### src/rtl/perf_counter_display.sv
// Shows one of the four PC statistics counters as 8 hex digits on a multiplexed,
// active-low seven-segment display. The value is snapshotted once per scan frame.
module perf_counter_display #(
  parameter int SCAN_DIV   = 100000,
  parameter bit ZERO_BLANK = 1'b1
) (
  input  logic        clock,
  input  logic        reset,
  input  logic [1:0]  select,
  input  logic        freeze,
  input  logic [31:0] totalCycle,
  input  logic [31:0] unconditionalJump,
  input  logic [31:0] conditionalJump,
  input  logic [31:0] conditionalSuccessfulJump,
  output logic [7:0]  anode,
  output logic [7:0]  segments,
  output logic        frameDone
);

  localparam int PW = (SCAN_DIV > 2) ? $clog2(SCAN_DIV) : 1;

  logic [PW-1:0] prescaler;
  logic [2:0]    digit_index;
  logic [31:0]   snapshot;
  logic [1:0]    sel_latched;

  logic          tick;
  logic          boundary;
  logic [31:0]   chosen;
  logic [3:0]    nibble;
  logic          upper_zero;
  logic          blank;
  logic [6:0]    glyph;
  logic [7:0]    seg_next;

  assign tick     = (prescaler == PW'(SCAN_DIV - 1));
  assign boundary = tick && (digit_index == 3'd7);

  always_comb begin
    chosen = totalCycle;
    case (select)
      2'd0:    chosen = totalCycle;
      2'd1:    chosen = unconditionalJump;
      2'd2:    chosen = conditionalJump;
      default: chosen = conditionalSuccessfulJump;
    endcase
  end

  // Scan timing and the per-frame snapshot; loads happen only on the frame boundary
  // so a whole frame always shows one coherent value.
  always_ff @(posedge clock or posedge reset) begin
    if (reset) begin
      prescaler   <= '0;
      digit_index <= 3'd0;
      snapshot    <= 32'd0;
      sel_latched <= 2'd0;
      frameDone   <= 1'b0;
    end else begin
      prescaler <= tick ? '0 : prescaler + PW'(1);
      if (tick) digit_index <= digit_index + 3'd1;
      if (boundary && !freeze) begin
        snapshot    <= chosen;
        sel_latched <= select;
      end
      frameDone <= boundary && !freeze;
    end
  end

  always_comb begin
    nibble     = snapshot[{digit_index, 2'b00} +: 4];
    upper_zero = ((snapshot >> {digit_index, 2'b00}) == 32'd0);
    blank      = ZERO_BLANK && (digit_index != 3'd0) && upper_zero;
    glyph      = 7'h7F;
    case (nibble)
      4'h0: glyph = 7'h40;
      4'h1: glyph = 7'h79;
      4'h2: glyph = 7'h24;
      4'h3: glyph = 7'h30;
      4'h4: glyph = 7'h19;
      4'h5: glyph = 7'h12;
      4'h6: glyph = 7'h02;
      4'h7: glyph = 7'h78;
      4'h8: glyph = 7'h00;
      4'h9: glyph = 7'h10;
      4'hA: glyph = 7'h08;
      4'hB: glyph = 7'h03;
      4'hC: glyph = 7'h46;
      4'hD: glyph = 7'h21;
      4'hE: glyph = 7'h06;
      default: glyph = 7'h0E;
    endcase
    // The decimal point tags which counter is shown, so it survives blanking.
    seg_next[6:0] = blank ? 7'h7F : glyph;
    seg_next[7]   = (digit_index == {1'b0, sel_latched}) ? 1'b0 : 1'b1;
  end

  always_ff @(posedge clock or posedge reset) begin
    if (reset) begin
      anode    <= 8'hFF;
      segments <= 8'hFF;
    end else begin
      anode    <= ~(8'b1 << digit_index);
      segments <= seg_next;
    end
  end

endmodule

### config.mk
export PLATFORM = sky130hd
export DESIGN_NAME = perf_counter_display
export DESIGN_NICKNAME = d
export VERILOG_FILES = /design/src/rtl/perf_counter_display.sv
export SDC_FILE = /design/constraint.sdc
export NUM_CORES = 1
export LEC_CHECK = 0
export ABC_AREA = 1
export BUFFER_PORTS_ARGS = -buffer_cell sky130_fd_sc_hd__buf_2
export CORE_ASPECT_RATIO = 2
export CORE_MARGIN = 10
export CORE_UTILIZATION = 52
export DETAILED_ROUTE_END_ITERATION = 8
export PLACE_DENSITY = 0.81
export SYNTH_ARGS = -nofsm -noshare
export SYNTH_HDL_FRONTEND = slang
export SYNTH_SLANG_ARGS = --single-unit
### constraint.sdc
create_clock -name clock -period 2.93 [get_ports clock]
set_input_delay 0.1465 -clock clock [delete_from_list [all_inputs] [get_ports clock]]
set_output_delay 0.1465 -clock clock [all_outputs]
set_load 0.1 [all_outputs]
==> flow_summary.yaml <==
status:
  status: "finished clean"
logic_synthesis:
  yosys-top-cells-area: "sky130_fd_sc_hd__dfrtp_1 29%, sky130_fd_sc_hd__nand2_1 14%, sky130_fd_sc_hd__dfstp_2 8.9%"
  synth_edf_count: 0
  post-synth-top-count-cell: "sky130_fd_sc_hd__nand2_1"
  netlist_area_um2: 4705
  number_of_nets_in_the_synthesized_netlist: 790
  synth_top_flop_cell: "sky130_fd_sc_hd__dfrtp_1"
  ys_ff_latch: 71
  synth_top_area_share: 0.2926
  seq_area_frac_synth: 0.3819
  postSynth.asyncResetShare: 1.000
  gate_count_of_the_mapped_netlist: 644
  netlist_top_cells_count: "171 x sky130_fd_sc_hd__nand2_1, 72 x sky130_fd_sc_hd__nand3_1, 71 x sky130_fd_sc_hd__inv_1, 56 x sky130_fd_sc_hd__o21ai_0, 55 x sky130_fd_sc_hd__dfrtp_1"
  synthDistinctLibCells: 34
  synth.largest_area_cell: "sky130_fd_sc_hd__dfrtp_1"
  ys_warn_count: 0
  postSynthAreaPerCell_um2: 7.305
setup_path:
  critical_path_depth: 12
  worstSetupStartpointType: "register"
  worstSetupPathType: "register to register"
  worst_path_max_delay_cell: "sky130_fd_sc_hd__dfrtp_1"
  critical_path.cell_chain: "inv_1 > nand3_1 > nand3_1 > nand2_1 > inv_1 > ha_1 > inv_1 > a21oi_1 > o211ai_1 > nor3_2 > nand3_2 > nand2_1"
  worst_path_dominant_cell_family: "simple AND/OR/NAND/NOR gates"
  worst_path_most_repeated_cell: "sky130_fd_sc_hd__inv_1"
  worstRegToRegCells: 12
  cp.buffers_inverters: 3
  critical_path.max_fanout: 15
  critical_path_required_ps: 3200
  critPathCaptureType: "register"
  timing.critical_path.arrival_ps: 2600
  timing.critical_path.slowest_cell_delay_ps: 390
power:
  power.ir.vdd_worst_uv: 299.4
  power.leakage_nw: 3.015
  combPwrFrac: 0.093
  cell_internal_pwr_w: 0.001774
  switching_power_share_of_the_total: 0.2142
  pwr_density_cell_nw_per_um2: 391.4
  power_frac_seq: 0.435
  power_switching_w: 0.0004836
  clkPwrFrac: 0.472
sta:
  timing.clock.skew_ps: 4.419
  tns_ps: 0
  finalSetupViolCount: 0
  relative_slew_slack: 0.3815
  finalHoldViolations: 0
  post-route-min-period_ps: 2329
  setup_repair_after_global_routing_missed_its_margin: "no"
  post-route-worst-setup-slack_ps: 601.2
  min_period_over_period: 0.7948
  worst_slew_pin_slew_ps: 926.7
  fmaxAchievable_mhz: 429.4
  report.final.slew_viol_count: 0
floorplan:
  die_x_um: 87.26
  coreArea_um2: 8890
  floorplan.initialDensity: 0.5292
  std_cell_rows: 49
  floorplan.die_area_um2: 13480
  top_level_ports: 150
  die_height_um: 154.5
clocking:
  tritoncts: "done"
  post-cts-setup-buffer-count: 0
  cts_root_buf: "sky130_fd_sc_hd__clkbuf_16"
  postCtsResizedCells: 0
  hold_buffers: 0
  maximum_level_of_the_cts_h_tree: 3
  worstSkewPairLatency_ps: 330
  clkSlewWorstSetupHoldPaths_ps: 50
  tritoncts_num_sinks: 71
  ctsLongestPathBuffers: 2
  cts_inserted_buffers: 9
global_routing:
  grt_start_max_net_pins: 72
  first_global_vias: 5058
  antenna_violations_before_repair: 0
  grt.total_usage: 0.2019
  grt_pass1_wl_mm: 22.49
  grt.overflow.total: 0
place:
  pre_cts_worst_setup_slack_ps: 608.5
  place.port_buffers: 149
  place.gp.congestion: 0.8928
  detailed_place_hpwl_mm: 10.95
cells_and_area:
  layout.nets: 923
  n_fill_cell: 760
  post_route_cells_drive_above_1_share: 0.2737
  multiInputGateArea_um2: 2442
  antenna-diode-count: 0
  ff_latch_area_um2: 1797
  area.growth.synth_to_final_pct: 22.61
route:
  post_drt_via_cell_ratio: 5.479
  detail_route.first_pass.iterations: 5
  drcViolationCount: 0
  average_wire_per_cell_in_the_routed_design_um: 15.22
  num_vias: 4843
  postRouteAntennaNets: 0
  drt-initial-drc-count: 226
  wl_mm: 13.46
run:
  cap_violations: 0
hold_path:
  hp-class: "primary input to asynchronous set/reset pin"
-- registers in the layout, summed over array words and instances, names as in the netlist --
| signal | cells |
|---|---|
| anode | 8 |
| snapshot | 32 |
| sel_latched | 2 |
| segments | 8 |
| digit_index | 3 |
| prescaler | 17 |
| frameDone | 1 |
-- power groups by stage --
stage	sequential [W]	combinational, W	clock (W)
2_1_floorplan	0.000999	0.000102	0
3_3_place_gp	0.000999	0.000205	0
3_5_place_dp	0.000999	0.000211	0
4_1_cts	0.000982	0.000210	0.00108
5_1_grt	0.000982	0.000237	0.00113
6_report	0.000983	0.000209	0.00107
-- per-layer routing --
layer,GRT usage,part of all wire,vias up
met4,0.1053,0.036,0
li1,-,-,2419
met2,0.3653,0.55,204
met1,0.2055,0.36,2181
met5,0,0,-
met3,0.04156,0.049,39
-- cell usage in the layout (no fill, tap or decap), types with 7 or more instances in the layout --
| master | synthesis | layout |
|---|---|---|
| sky130_fd_sc_hd__a21oi_1 | 7 | 7 |
| sky130_fd_sc_hd__nand3_1 | 72 | 72 |
| sky130_fd_sc_hd__o21ai_1 | 21 | 21 |
| sky130_fd_sc_hd__xor2_1 | 7 | 7 |
| sky130_fd_sc_hd__nor2_1 | 40 | 39 |
| sky130_fd_sc_hd__dfrtp_1 | 55 | 55 |
| sky130_fd_sc_hd__clkbuf_16 | 0 | 10 |
| sky130_fd_sc_hd__o211ai_1 | 7 | 7 |
| sky130_fd_sc_hd__ha_1 | 13 | 13 |
| sky130_fd_sc_hd__inv_1 | 71 | 70 |
| sky130_fd_sc_hd__dfstp_2 | 16 | 16 |
| sky130_fd_sc_hd__a221oi_1 | 31 | 31 |
| sky130_fd_sc_hd__nand2_1 | 171 | 171 |
| sky130_fd_sc_hd__o21ai_0 | 56 | 56 |
| sky130_fd_sc_hd__buf_2 | 10 | 149 |
-- tightest hold or removal path: cells and delay by family --
| family | cells | cell delay, ps |
|---|---|---|
| buffers and inverters | 3 | 770 |
-- cells by family after synthesis --
| kind of cell | synth area share |
|---|---|
| and+or+nand+nor | 0.2984 |
| AOI/OAI and AO/OA | 0.1726 |
| buffers and inverters | 0.09947 |
| DFF | 0.3819 |
| adders and majority gates | 0.03458 |
| xor gates and xnor gates | 0.01303 |
-- final timing paths --
check,startpoint,slack [ps],endpoint
max reg2reg,digit_index[1]$_DFFE_PP0N_,600,segments[0]$_DFF_PP1_
max in group asynchronous,reset,2340,snapshot[8]$_DFFE_PP0P_
min,reset,60,snapshot[31]$_DFFE_PP0P_
max,digit_index[1]$_DFFE_PP0N_,600,segments[0]$_DFF_PP1_
min in group clock,conditionalSuccessfulJump[25],100,snapshot[25]$_DFFE_PP0P_
min reg2reg,prescaler[0]$_DFF_PP0_,470,prescaler[0]$_DFF_PP0_
-- layout make-up --
| class | instances | area share |
|---|---|---|
| sequential | 71 | 0.3115 |
| clock inverter | 2 | 0.001735 |
| clock buffer | 14 | 0.05119 |
| inverter | 76 | 0.04946 |
| multi-input combinational | 463 | 0.4234 |
| tap | 102 | 0.02213 |
| timing repair buffer | 156 | 0.1406 |
-- per-stage QoR --
| step | area, µm² | power [W] | cells | hold WS (ps) | utilization |
|---|---|---|---|---|---|
| 6_report | 5768 | 0.002258 | 884 | 63.43 | 0.6488 |
| 2_1_floorplan | 4705 | 0.001101 | 644 | 335.4 | - |
| 3_5_place_dp | 5463 | 0.001209 | 868 | 442.3 | 0.6145 |
| 3_3_place_gp | 5463 | 0.001203 | 868 | 436.1 | 0.6145 |
| 5_1_grt | 5768 | 0.002344 | 884 | 114.8 | 0.6488 |
| 4_1_cts | 5768 | 0.002276 | 884 | 89.93 | 0.6488 |
(Power assumes the default switching activity.)
